===== src/rtl/i2s_pkg.sv =====
// Shared types and mode encodings for the multi-format serial-audio receiver.
package i2s_pkg;

  typedef enum logic [1:0] {IDLE, SKIP, SHIFT} i2s_state_t;
  typedef enum logic {CH_L, CH_R} i2s_ch_t;

  localparam int DELAY_MSBJ    = 0;
  localparam int DELAY_PHILIPS = 1;

  localparam int ALIGN_RIGHT = 0;
  localparam int ALIGN_LEFT  = 1;

endpackage


===== src/rtl/i2s_word_packer.sv =====
// Word assembly: shift register, saturating bit counter, alignment and
// truncation, with a registered output word.
module i2s_word_packer
  import i2s_pkg::*;
#(
  parameter int DATA_W = 32,
  parameter int CNT_W  = 7,
  parameter int LEFT_J = ALIGN_RIGHT
) (
  input  logic              clk,
  input  logic              rst_n,
  input  logic              start,
  input  logic              shift,
  input  logic              emit,
  input  logic              sd,
  input  i2s_ch_t           ch,
  output logic              out_valid,
  output logic              out_ch,
  output logic [DATA_W-1:0] out_data,
  output logic [CNT_W-1:0]  out_bits,
  output logic              out_trunc
);

  localparam logic [CNT_W-1:0] CNT_MAX = '1;

  logic [DATA_W-1:0] sreg_p1;
  logic [CNT_W-1:0]  cnt_p1;

  function automatic logic [CNT_W-1:0] sat_inc(input logic [CNT_W-1:0] c);
    return (c == CNT_MAX) ? c : c + CNT_W'(1);
  endfunction

  // Bits accumulate right-aligned; left alignment is applied only on emission.
  function automatic logic [DATA_W-1:0] align(input logic [DATA_W-1:0] s,
                                               input logic [CNT_W-1:0]  c);
    if (LEFT_J == ALIGN_LEFT && int'(c) < DATA_W)
      return s << (DATA_W - int'(c));
    return s;
  endfunction

  function automatic logic is_trunc(input logic [CNT_W-1:0] c);
    return int'(c) > DATA_W;
  endfunction

  // Stage p1: word accumulation
  always_ff @(posedge clk or negedge rst_n) begin
    if (!rst_n) begin
      sreg_p1 <= '0;
      cnt_p1  <= '0;
    end else if (start) begin
      sreg_p1 <= {{(DATA_W-1){1'b0}}, sd};
      cnt_p1  <= CNT_W'(1);
    end else if (shift) begin
      if (int'(cnt_p1) < DATA_W)
        sreg_p1 <= {sreg_p1[DATA_W-2:0], sd};
      cnt_p1 <= sat_inc(cnt_p1);
    end
  end

  // Stage p2: registered output word, all-zero when not emitting
  always_ff @(posedge clk or negedge rst_n) begin
    if (!rst_n) begin
      out_valid <= 1'b0;
      out_ch    <= 1'b0;
      out_data  <= '0;
      out_bits  <= '0;
      out_trunc <= 1'b0;
    end else if (emit) begin
      out_valid <= 1'b1;
      out_ch    <= ch;
      out_data  <= align(sreg_p1, cnt_p1);
      out_bits  <= cnt_p1;
      out_trunc <= is_trunc(cnt_p1);
    end else begin
      out_valid <= 1'b0;
      out_ch    <= 1'b0;
      out_data  <= '0;
      out_bits  <= '0;
      out_trunc <= 1'b0;
    end
  end

endmodule


===== src/rtl/i2s_rx_multi.sv =====
// Serial-audio word receiver: splits the SD/WS stream into channel words at
// every tag change and hands each completed word to the packer for output.
module i2s_rx_multi
  import i2s_pkg::*;
#(
  parameter int DATA_W = 32,
  parameter int CNT_W  = 7,
  parameter int DELAY  = DELAY_MSBJ,
  parameter int LEFT_J = ALIGN_RIGHT
) (
  input  logic              clk,
  input  logic              rst_n,
  input  logic              in_valid,
  input  logic              SD,
  input  logic              WS,
  output logic              out_valid,
  output logic              out_ch,
  output logic [DATA_W-1:0] out_data,
  output logic [CNT_W-1:0]  out_bits,
  output logic              out_trunc
);

  logic       vld_p0;
  logic       sd_p0;
  logic       ws_p0;
  i2s_state_t state, state_nxt;
  i2s_ch_t    cur_tag, tag_nxt, tag, prev_ws;
  logic       start, shift, emit;

  // Stage p0: pad sampling
  always_ff @(posedge clk or negedge rst_n) begin
    if (!rst_n) begin
      vld_p0 <= 1'b0;
      sd_p0  <= 1'b0;
      ws_p0  <= 1'b0;
    end else begin
      vld_p0 <= in_valid;
      sd_p0  <= SD;
      ws_p0  <= WS;
    end
  end

  // Philips mode tags each bit with the WS seen on the previous valid bit.
  assign tag = (DELAY == DELAY_PHILIPS) ? prev_ws : i2s_ch_t'(ws_p0);

  always_ff @(posedge clk or negedge rst_n) begin
    if (!rst_n) begin
      state   <= IDLE;
      cur_tag <= CH_L;
      prev_ws <= CH_L;
    end else begin
      state   <= state_nxt;
      cur_tag <= tag_nxt;
      if (vld_p0)
        prev_ws <= i2s_ch_t'(ws_p0);
    end
  end

  always_comb begin
    state_nxt = state;
    tag_nxt   = cur_tag;
    start     = 1'b0;
    shift     = 1'b0;
    emit      = 1'b0;
    case (state)
      IDLE: begin
        if (vld_p0) begin
          if (DELAY == DELAY_PHILIPS) begin
            state_nxt = SKIP;
          end else begin
            start     = 1'b1;
            tag_nxt   = tag;
            state_nxt = SHIFT;
          end
        end
      end
      SKIP: begin
        if (vld_p0) begin
          start     = 1'b1;
          tag_nxt   = tag;
          state_nxt = SHIFT;
        end else begin
          state_nxt = IDLE;
        end
      end
      SHIFT: begin
        if (!vld_p0) begin
          emit      = 1'b1;
          state_nxt = IDLE;
        end else if (tag != cur_tag) begin
          emit    = 1'b1;
          start   = 1'b1;
          tag_nxt = tag;
        end else begin
          shift = 1'b1;
        end
      end
      default: state_nxt = IDLE;
    endcase
  end

  i2s_word_packer #(
    .DATA_W(DATA_W),
    .CNT_W (CNT_W),
    .LEFT_J(LEFT_J)
  ) u_packer (
    .clk      (clk),
    .rst_n    (rst_n),
    .start    (start),
    .shift    (shift),
    .emit     (emit),
    .sd       (sd_p0),
    .ch       (cur_tag),
    .out_valid(out_valid),
    .out_ch   (out_ch),
    .out_data (out_data),
    .out_bits (out_bits),
    .out_trunc(out_trunc)
  );

endmodule

===== config.mk =====
export PLATFORM = sky130hd
export DESIGN_NAME = i2s_rx_multi
export DESIGN_NICKNAME = d
export VERILOG_FILES = /design/src/rtl/i2s_pkg.sv /design/src/rtl/i2s_word_packer.sv /design/src/rtl/i2s_rx_multi.sv
export SDC_FILE = /design/constraint.sdc
export NUM_CORES = 1
export LEC_CHECK = 0
export BUFFER_PORTS_ARGS = -buffer_cell sky130_fd_sc_hd__clkbuf_2
export CORE_MARGIN = 1
export CORE_UTILIZATION = 40
export DETAILED_ROUTE_END_ITERATION = 10
export PLACE_DENSITY = 0.69
export SKIP_LAST_GASP = 1
export SLEW_MARGIN = 20
export SYNTH_ARGS = -nofsm -noshare
export SYNTH_HDL_FRONTEND = slang
export SYNTH_SLANG_ARGS = --single-unit

===== constraint.sdc =====
create_clock -name clk -period 2.98 [get_ports clk]
set_clock_uncertainty 0.1 [all_clocks]
set_input_delay 0 -clock clk [delete_from_list [all_inputs] [get_ports clk]]
set_output_delay 0 -clock clk [all_outputs]
set_load 0.005 [all_outputs]

==> flow_metrics.env <==
export IMPL_clkLatencyLatePin_ns=0.35
export IMPL_post_synth_main_area_contributors="dfrtp_1 (66%), and2_1 (7.7%), nand2_1 (5.5%)"
export IMPL_rsz0062_at_grt="false"
export IMPL_p_switching_uw=722
export IMPL_synth_top_area_share_pct=65.8
export IMPL_grt_max_degree=87
export IMPL_synthMuxAreaShare_pct=0.689
export IMPL_vdd_ir_drop_max_mv=0.285
export IMPL_synth_top_family_by_area="simple AND/OR/NAND/NOR gates"
export IMPL_drv_slew=0
export IMPL_coreArea_um2=7810
export IMPL_setup_tns_ns=0
export IMPL_cts_resized_gates=0
export IMPL_finalWorstSetupSlack_ns=0.916
export IMPL_ys_warn_count=0
export IMPL_cts_made_buffers=9
export IMPL_yosys_cell_types_count=41
export IMPL_synth_avg_cell_area_um2=12.1
export IMPL_rows=32
export IMPL_synth_xor_area_share_pct=1.26
export IMPL_cts_sinks=86
export IMPL_cap_viol_max_count=0
export IMPL_postCtsSetupBuffers=0
export IMPL_fmax_ghz=0.484
export IMPL_drive_gt1_share_pct=22.4
export IMPL_detail_route_antenna_nets=0
export IMPL_seq_area_frac_synth_pct=65.8
export IMPL_cp_max_fo=24
export IMPL_worstMarginPinSlew_ns=0.838
export IMPL_area_growth_pct=16.0
export IMPL_pwr_share_comb_pct=15.7
export IMPL_portBuffers=46
export IMPL_grt_pass1_wl_um=9310
export IMPL_grtUsageTotal_pct=14.3
export IMPL_r2r_end="u_packer.sreg_p1[28]"
export IMPL_worst_ep_arrival_time_ns=2.25
export IMPL_grt_overflow_total=0
export IMPL_dr_first_iter_drc_count=199
export IMPL_wl_um=5600
export IMPL_fp_dieW_um=92.4
export IMPL_postCtsHoldBufs=4
export IMPL_cts_max_level=3
export IMPL_io_pins=47
export IMPL_worstSetupStartpointType="flip-flop"
export IMPL_place_area_um2=3560
export IMPL_power_leakage_nw=1.88
export IMPL_powerDensity_nw_per_um2=660
export IMPL_syn_nets=279
export IMPL_die_area_um2=8540
export IMPL_root_buffer="clkbuf_8"
export IMPL_hold_path_class="primary input to async pin"
export IMPL_grt_pass1_vias=1918
export IMPL_p_int_mw=1.78
export IMPL_die_h_um=92.4
export IMPL_dp_hpwl_um=3450
export IMPL_required_ns=3.17
export IMPL_initial_core_util_pct=41.9
export IMPL_reg2reg_from="vld_p0"
export IMPL_diodes=0
export IMPL_synth_area_leader_cell="dfrtp_1"
export IMPL_reg2reg_slack_ns=0.92
export IMPL_synth_simple_gate_area_share_pct=17.4
export IMPL_clk_path_buf_depth=2
export IMPL_switching_share_pct=28.9
export IMPL_critPathLaunch="vld_p0"
export IMPL_r2r_cells=3
export IMPL_yosys_register_bits=86
export IMPL_p_clk_share_pct=31.5
export IMPL_synth_compound_gate_area_share_pct=10.3
export IMPL_synthesis_area_um2=3270
export IMPL_final_core_util_pct=48.6
export IMPL_fin_area_um2=3790
export IMPL_num_vias=2048
export IMPL_synth_edf_count=0
export IMPL_path_clk_slew_ns=0.08
export IMPL_ys_flop_type="dfrtp_1"
export IMPL_timing_slew_headroom_pct=44.1
export IMPL_synthCells=270
export IMPL_finalSetupViolations=0
export IMPL_yosysMostFrequentCell="dfrtp_1"
export IMPL_place_ws_ns=0.930
export IMPL_status="complete, no violations"
export IMPL_antenna_found_initial=0
export IMPL_crit_path_end="u_packer.sreg_p1[28]"
export IMPL_synth_commonest_cells="dfrtp_1 (86), nand2_1 (48), and2_1 (40)"
export IMPL_async_flop_share_pct=100
export IMPL_hold_viol_final=0
export IMPL_min_period_ns=2.06
export IMPL_drc=0
export IMPL_synthAdderAreaFrac_pct=1.53
export IMPL_cp_end_kind="flip-flop"
export IMPL_dr_pass1_iters=4
export IMPL_fin_nets=327
export IMPL_fill_cells=717
export IMPL_finalCritPeriodShare_pct=69.3
export IMPL_cts_tree="built"
export IMPL_worst_setup_path_type="flip-flop to flip-flop"
export IMPL_via_per_inst=4.84
export IMPL_routedWlPerCell_um=13.2
export IMPL_routabilityCongestion=0.761
export IMPL_seq_power_share_pct=52.7
==> worst min path at each step <==
stage / start / to / slack [ns] / depth (start not counted)
final: rst_n / u_packer.out_data[28] / 0.17 / 2
after detailed placement: WS / tag / 0.01 / 1
after CTS: WS / tag / 0.18 / 2
after global placement: SD / sd_p0 / 0.01 / 1
after floorplan: rst_n / cur_tag / -0.40 / 0
after global routing: WS / tag / 0.19 / 2
==> final cells by class <==
| class | instances | area (µm²) | share of cell area, % |
|---|---|---|---|
| Tap cell | 102 | 128 | 3.37 |
| Multi-Input combinational cell | 165 | 1020 | 26.9 |
| Clock inverter | 4 | 48.8 | 1.29 |
| Timing Repair Buffer | 52 | 292 | 7.69 |
| Clock buffer | 10 | 138 | 3.63 |
| Inverter | 4 | 15.0 | 0.396 |
| Sequential cell | 86 | 2150 | 56.8 |
==> registers in the layout (all words and copies together) (netlist names) <==
register	count
vld_p0	1
sd_p0	1
tag	1
state	1
u_packer.out_ch	1
u_packer.out_data	32
u_packer.out_bits	7
u_packer.sreg_p1	32
u_packer.out_trunc	1
cur_tag	1
u_packer.cnt_p1	7
u_packer.out_valid	1
==> critical path, stage by stage, from the launching register on <==
cell and delay [ns]:
dfrtp_1 0.59, or3b_1 0.75, nor3_4 0.36, a22o_1 0.18
==> power groups by stage <==
stage          logic (mW)  clock network (mW)  registers [mW]
2_1_floorplan       0.301                   0            1.32
3_3_place_gp        0.391                   0            1.34
3_5_place_dp        0.398                   0            1.34
4_1_cts             0.406               0.809            1.32
5_1_grt             0.451               0.860            1.33
6_report            0.394               0.789            1.32
==> layout by cell type (no fill, tap or decap), types with 2 or more instances in the layout <==
cell type,count
a21oi_1,28
clkbuf_8,10
and3_1,2
dlygate4sd3_1,4
clkinv_2,2
o211a_1,2
o2bb2ai_1,2
nand4_1,2
ha_1,4
buf_4,2
clkbuf_2,45
inv_1,3
dfrtp_1,86
and2_1,40
a22o_1,6
nand2_1,48
nor2_1,5
nor3_1,3
==> routing by layer <==
metal	share of wire [%]	GRT usage (%)	wire length, µm	vias up
met5	0	0	0	-
met4	1.1	7.16	64	0
met3	5.0	4.02	281	7
met2	46	20.6	2600	62
met1	47	19.6	2650	992
li1	-	-	-	987
==> cell families (layout without fill, tap and decap cells) <==
kind of cell,Yosys count,in the layout
adder cells (fa/ha/maj),4,4
multiplexers,2,2
XOR/XNOR,3,3
AND/OR/NAND/NOR,108,108
buffers and inverters,19,70
flip-flops,86,86
AO/OA/AOI/OAI,48,48
==> stage by stage <==
stage | hold slack (ns) | power (mW) | cells
global placement | 0.0115 | 1.73 | 405
finish | 0.166 | 2.50 | 423
CTS | 0.180 | 2.53 | 423
floorplan | -0.396 | 1.62 | 270
global route | 0.194 | 2.64 | 423
detailed placement | 0.0123 | 1.74 | 405
(Power assumes the default switching activity.)
